## config.mk

```make
export PLATFORM = sky130hd
export DESIGN_NAME = register_write_arbiter
export DESIGN_NICKNAME = d
export VERILOG_FILES = /design/src/rtl/register_write_arbiter.sv
export SDC_FILE = /design/constraint.sdc
export NUM_CORES = 1
export LEC_CHECK = 0
export CAP_MARGIN = 10
export CORE_MARGIN = 3
export CORE_UTILIZATION = 30
export CTS_BUF_LIST = sky130_fd_sc_hd__clkbuf_4 sky130_fd_sc_hd__clkbuf_8
export CTS_CLUSTER_DIAMETER = 120
export DETAILED_ROUTE_END_ITERATION = 8
export PLACE_DENSITY = 0.63
export SLEW_MARGIN = 20
export SYNTH_ARGS = -nofsm -noshare
export SYNTH_HDL_FRONTEND = slang
export SYNTH_SLANG_ARGS = --single-unit
export TNS_END_PERCENT = 10
```

## constraint.sdc

```tcl
create_clock -name clk -period 2.2 [get_ports clk]
set_clock_uncertainty 0.1 [all_clocks]
set_input_delay 0.22 -clock clk [delete_from_list [all_inputs] [get_ports clk]]
set_output_delay 0.22 -clock clk [all_outputs]
set_load 0.02 [all_outputs]
```

## src/rtl/register_write_arbiter.sv

```systemverilog
// register_write_arbiter
//   Round-robin arbiter sharing one W-bit Register among N requesters.
//   Each transaction walks IDLE -> LOAD -> DONE: the winner's data is latched
//   in IDLE, driven to the Register with a one-cycle load in LOAD, and the
//   winner's ack pulses in DONE. All outputs are registered.
//   Optional feature macro: REG_ARB_VERIFY_EN adds err_o/err_id_o, which flag
//   the first write whose read-back (reg_out_i) differs from the written data.
module register_write_arbiter #(
    parameter int N = 4,
    parameter int W = 16,
    localparam int LW = (N > 1) ? $clog2(N) : 1
) (
    input  logic           clk,
    input  logic           rst_n,
    input  logic [N-1:0]   req_i,
    input  logic [N*W-1:0] wdata_i,
    output logic [N-1:0]   ack_o,
    output logic [N-1:0]   grant_o,
    output logic           busy_o,
    output logic [W-1:0]   reg_in_o,
    output logic           reg_load_o,
    input  logic [W-1:0]   reg_out_i
`ifdef REG_ARB_VERIFY_EN
    ,
    output logic           err_o,
    output logic [LW-1:0]  err_id_o
`endif
);

    typedef enum logic [1:0] {
        ST_IDLE = 2'd0,
        ST_LOAD = 2'd1,
        ST_DONE = 2'd2
    } state_e;

    state_e          state_q;
    logic [LW-1:0]   last_q;
    logic [LW-1:0]   sel_q;
    logic [W-1:0]    wr_data_q;
    logic [N-1:0]    ack_q;
    logic [N-1:0]    grant_q;
    logic            busy_q;
    logic [W-1:0]    reg_in_q;
    logic            reg_load_q;

    logic            found_d;
    logic [LW-1:0]   sel_d;
    logic [LW:0]     idx_s;
    logic [N-1:0]    onehot_d;
    logic [W-1:0]    wdata_sel_d;

`ifdef REG_ARB_VERIFY_EN
    logic            err_q;
    logic [LW-1:0]   err_id_q;
`else
    // Read-back is only consumed by the verify feature.
    logic            unused_reg_out_s;
    assign unused_reg_out_s = ^reg_out_i;
`endif

    // Round-robin pick: first asserted request scanning last+1, last+2, ... mod N.
    always_comb begin
        found_d = 1'b0;
        sel_d   = '0;
        idx_s   = '0;
        for (int k = 1; k <= N; k++) begin
            idx_s = {1'b0, last_q} + (LW+1)'(k);
            if (idx_s >= (LW+1)'(N)) begin
                idx_s = idx_s - (LW+1)'(N);
            end else begin
                idx_s = idx_s;
            end
            if (!found_d && req_i[idx_s[LW-1:0]]) begin
                found_d = 1'b1;
                sel_d   = idx_s[LW-1:0];
            end else begin
                found_d = found_d;
            end
        end
    end

    assign onehot_d    = {{(N-1){1'b0}}, 1'b1} << sel_d;
    assign wdata_sel_d = wdata_i[int'(sel_d)*W +: W];

    // Transaction FSM; every output is a register updated here.
    always_ff @(posedge clk or negedge rst_n) begin
        if (!rst_n) begin
            state_q    <= ST_IDLE;
            last_q     <= LW'(N-1);
            sel_q      <= '0;
            wr_data_q  <= '0;
            ack_q      <= '0;
            grant_q    <= '0;
            busy_q     <= 1'b0;
            reg_in_q   <= '0;
            reg_load_q <= 1'b0;
`ifdef REG_ARB_VERIFY_EN
            err_q      <= 1'b0;
            err_id_q   <= '0;
`endif
        end else begin
            case (state_q)
                ST_IDLE: begin
                    ack_q <= '0;
                    if (found_d) begin
                        state_q    <= ST_LOAD;
                        sel_q      <= sel_d;
                        wr_data_q  <= wdata_sel_d;
                        grant_q    <= onehot_d;
                        busy_q     <= 1'b1;
                        reg_in_q   <= wdata_sel_d;
                        reg_load_q <= 1'b1;
                    end else begin
                        state_q    <= ST_IDLE;
                        grant_q    <= '0;
                        busy_q     <= 1'b0;
                        reg_in_q   <= '0;
                        reg_load_q <= 1'b0;
                    end
                end
                ST_LOAD: begin
                    // Register captured wr_data at this edge; report completion next.
                    state_q    <= ST_DONE;
                    reg_load_q <= 1'b0;
                    ack_q      <= grant_q;
                    last_q     <= sel_q;
                end
                ST_DONE: begin
                    state_q    <= ST_IDLE;
                    ack_q      <= '0;
                    grant_q    <= '0;
                    busy_q     <= 1'b0;
                    reg_in_q   <= '0;
                    reg_load_q <= 1'b0;
`ifdef REG_ARB_VERIFY_EN
                    // Only the first failing write is recorded; the flag is sticky.
                    if (!err_q && (reg_out_i != wr_data_q)) begin
                        err_q    <= 1'b1;
                        err_id_q <= sel_q;
                    end else begin
                        err_q    <= err_q;
                        err_id_q <= err_id_q;
                    end
`endif
                end
                default: begin
                    state_q    <= ST_IDLE;
                    ack_q      <= '0;
                    grant_q    <= '0;
                    busy_q     <= 1'b0;
                    reg_in_q   <= '0;
                    reg_load_q <= 1'b0;
                end
            endcase
        end
    end

    assign ack_o      = ack_q;
    assign grant_o    = grant_q;
    assign busy_o     = busy_q;
    assign reg_in_o   = reg_in_q;
    assign reg_load_o = reg_load_q;
`ifdef REG_ARB_VERIFY_EN
    assign err_o      = err_q;
    assign err_id_o   = err_id_q;
`endif

endmodule
```

==> qor.csv, run 1 <==
metric,value,unit
postSynth.asyncResetShare,100,%
final_cells,413,
drc_errors,0,
dpl.hpwl,4.98,mm
hold_viol_final,0,
p_leak,1.34,nW
initial_core_util,31.7,%
slew_headroom,71.7,%
place_congestion,0.813,
setup_viol,0,
core_area,0.00649,sq mm
pin_count,112,
pre_cts_slack,-0.240,ns
p_clk_share,11.7,%
synth_top_flop_cell,dfrtp_1,
final_layout_size_suffix_gt1_share,18.2,%
rows,29,
p_int,2.29,mW
path_cells,nand2b_1 > a21oi_2 > or3_2 > buf_12 > a2111oi_0 > a211oi_1,
path_class,reg -> reg,
die_w,88.9,um
grt_max_degree,32,
antenna_found_initial,0,
clkSinkCount,31,
diodes,0,
clk_latency,0.29,ns
run_status,"finished, final reports clean",
synth_adder_area_share,0,%
hold_buffers,0,
hold_path_class,in -> async,
dp.cells,405,
synthTopCellsByCount,"nand2_1, a211oi_1, dfrtp_1",
fin_util,51.9,%
syn_inst,219,
grt_pass1_wl,10.5,mm
ys_ff_latch,31,
synth_compound_area_share,31.9,%
path_clk_slew,0.07,ns
yosysTopAreaCell,dfrtp_1,
drv_cap,0,
cp_data_arrival_time,2.24,ns
slew_violations,0,
synth_top_family_by_area,compound AO/OA/AOI/OAI gates,
vdd.ir_drop.worst,0.000542,V
first_pass_iters,4,
synthSimpleGateAreaFrac,24.0,%
synth-xor-area-share,0,%
post-route-period-util,99.3,%
setup_slack,0.0156,ns
root_buffer,clkbuf_8,
worstPathMaxFanout,14,
synth_cell_types,34,
dieHeight,88.9,um
dr.first_iter.drc_count,70,
start_kind,register,
die_area,0.00790,sq mm
synth.mux.area_fraction,1.58,%
final.min_clock_period,2.18,ns
synth_area,0.00206,sq mm
power,4.07,mW
vias,2144,
end_kind,register,
slowest_stage,dfstp_2,
max_freq,458,MHz
synth.net_count,305,
avgViaCountPerCell,5.19,
syn_area_per_cell,9.42,sq um
clockBufferDepth,2,
yosysSeqAreaShare,37.7,%
syn_to_final_growth,63.3,%
track_usage,17.4,%
drt-total-wl,6.77,mm
p_sw,1.78,mW
h-tree-depth,2,
wl_per_cell,16.4,um
crit_required,2.26,ns
power_frac_comb,64.5,%
synth_edf_count,0,
rsz0062_at_grt,yes,
p_sw_share,43.7,%
yosysTopAreaCellShare,35.2,%
synth_area_leaders,"dfrtp_1, a2111oi_4, a211oi_1",
cts_buffers,5,
share_seq_of_total_power,23.8,%
cts_tree,built,
port_buffers,95,
critical_path.max_stage_delay,0.58,ns
grt_pass1_vias,2172,
nets,421,
p_per_area,1210,mW/mm^2
ys.warnings.count,0,
synth.most_common_cell,nand2_1,
tightest_slew,0.414,ns
postRouteAntennaNets,0,
gr-total-overflow,0,
state kept, by name, indices dropped and copies added, names as in the netlist:
signal / count
reg_in_o: 16
ack_o: 4
grant_o: 4
last_q: 2
sel_q: 2
busy_o: 1
reg_load_o: 1
state_q: 1
final timing paths:
path / depth (start not counted) / slack, ns / to / startpoint
max: 6 / 0.02 / reg_in_o[0] / last_q[0]
min reg2reg: 1 / 0.36 / grant_o[1] / state_q[1]
min in group clk: 1 / 0.36 / grant_o[1] / state_q[1]
min: 2 / 0.23 / reg_in_o[0] / rst_n
max in group asynchronous: 2 / 1.44 / last_q[0] / rst_n
max reg2reg: 6 / 0.02 / reg_in_o[0] / last_q[0]
stage by stage:
stage,hold WS (ns),TNS (ns),area (sq um)
2_1_floorplan,-0.176,0,2060
3_3_place_gp,0.345,-2.60,3270
3_5_place_dp,0.354,-3.10,3270
4_1_cts,0.244,0,3360
5_1_grt,0.265,-0.192,3370
6_report,0.231,0,3370
layer usage:
| metal | up-vias | track usage [%] | part of all wire (%) |
|---|---|---|---|
| li1 | 1036 | - | - |
| met1 | 1021 | 22.9 | 46 |
| met2 | 83 | 28.5 | 46 |
| met3 | 4 | 4.79 | 7.1 |
| met4 | 0 | 3.85 | 0.71 |
| met5 | - | 0 | 0 |
area by class of cell:
class,count,area (sq um)
clock buffer,5,68.8
clock inverter,3,23.8
fill,599,3130
inverter,4,15.0
multi-input combinational,168,1200
tap,77,96.3
timing repair buffer,125,1190
sequential,31,778
power by group through the flow:
| stage | combinational, mW | sequential [mW] | clock, mW |
|---|---|---|---|
| 6_report | 2.63 | 0.967 | 0.475 |
| 4_1_cts | 2.63 | 0.970 | 0.488 |
| 5_1_grt | 2.83 | 1.00 | 0.512 |
| 2_1_floorplan | 1.33 | 1.17 | 0 |
| 3_5_place_dp | 2.62 | 0.972 | 0 |
| 3_3_place_gp | 2.58 | 0.975 | 0 |
kinds of logic after synthesis:
| group | count (synthesis) |
|---|---|
| AO/OA/AOI/OAI | 61 |
| buffers and inverters | 20 |
| flip-flops | 31 |
| multiplexers | 3 |
| AND/OR/NAND/NOR | 104 |
cell usage in the layout (no fill, tap or decap), types with 5 or more instances in the layout:
master,Yosys,layout
nand2_1,38,38
a2111oi_4,10,10
clkbuf_8,0,5
nor3_1,17,17
clkdlybuf4s50_1,0,95
a211oi_1,32,32
buf_4,3,29
nor2_1,19,19
and2_1,18,18
dfrtp_1,29,29
critical path, delay by kind of cell (launching register included):
family | cells | cell delay [ns]
DFF | 1 | 0.58
AOI/OAI and AO/OA | 3 | 0.59
and+or+nand+nor | 2 | 0.60
buffers and inverters | 1 | 0.18
what timing repair did:
item | CTS | global route
gates resized for setup | 0 | 4
endpoints found under the setup margin | 0 | 9
setup buffers | 0 | 0
Note: power is estimated with default switching activity, not from simulation.
==> run 2: changes to the inputs <==
--- a/config.mk
+++ b/config.mk
@@ -12,7 +12,6 @@
 export CTS_CLUSTER_DIAMETER = 120
 export DETAILED_ROUTE_END_ITERATION = 8
 export PLACE_DENSITY = 0.63
-export SLEW_MARGIN = 20
 export SYNTH_ARGS = -nofsm -noshare
 export SYNTH_HDL_FRONTEND = slang
 export SYNTH_SLANG_ARGS = --single-unit
==> results of run 2 <==
The final DEF is identical to that of run 1; final timing and power are the same.
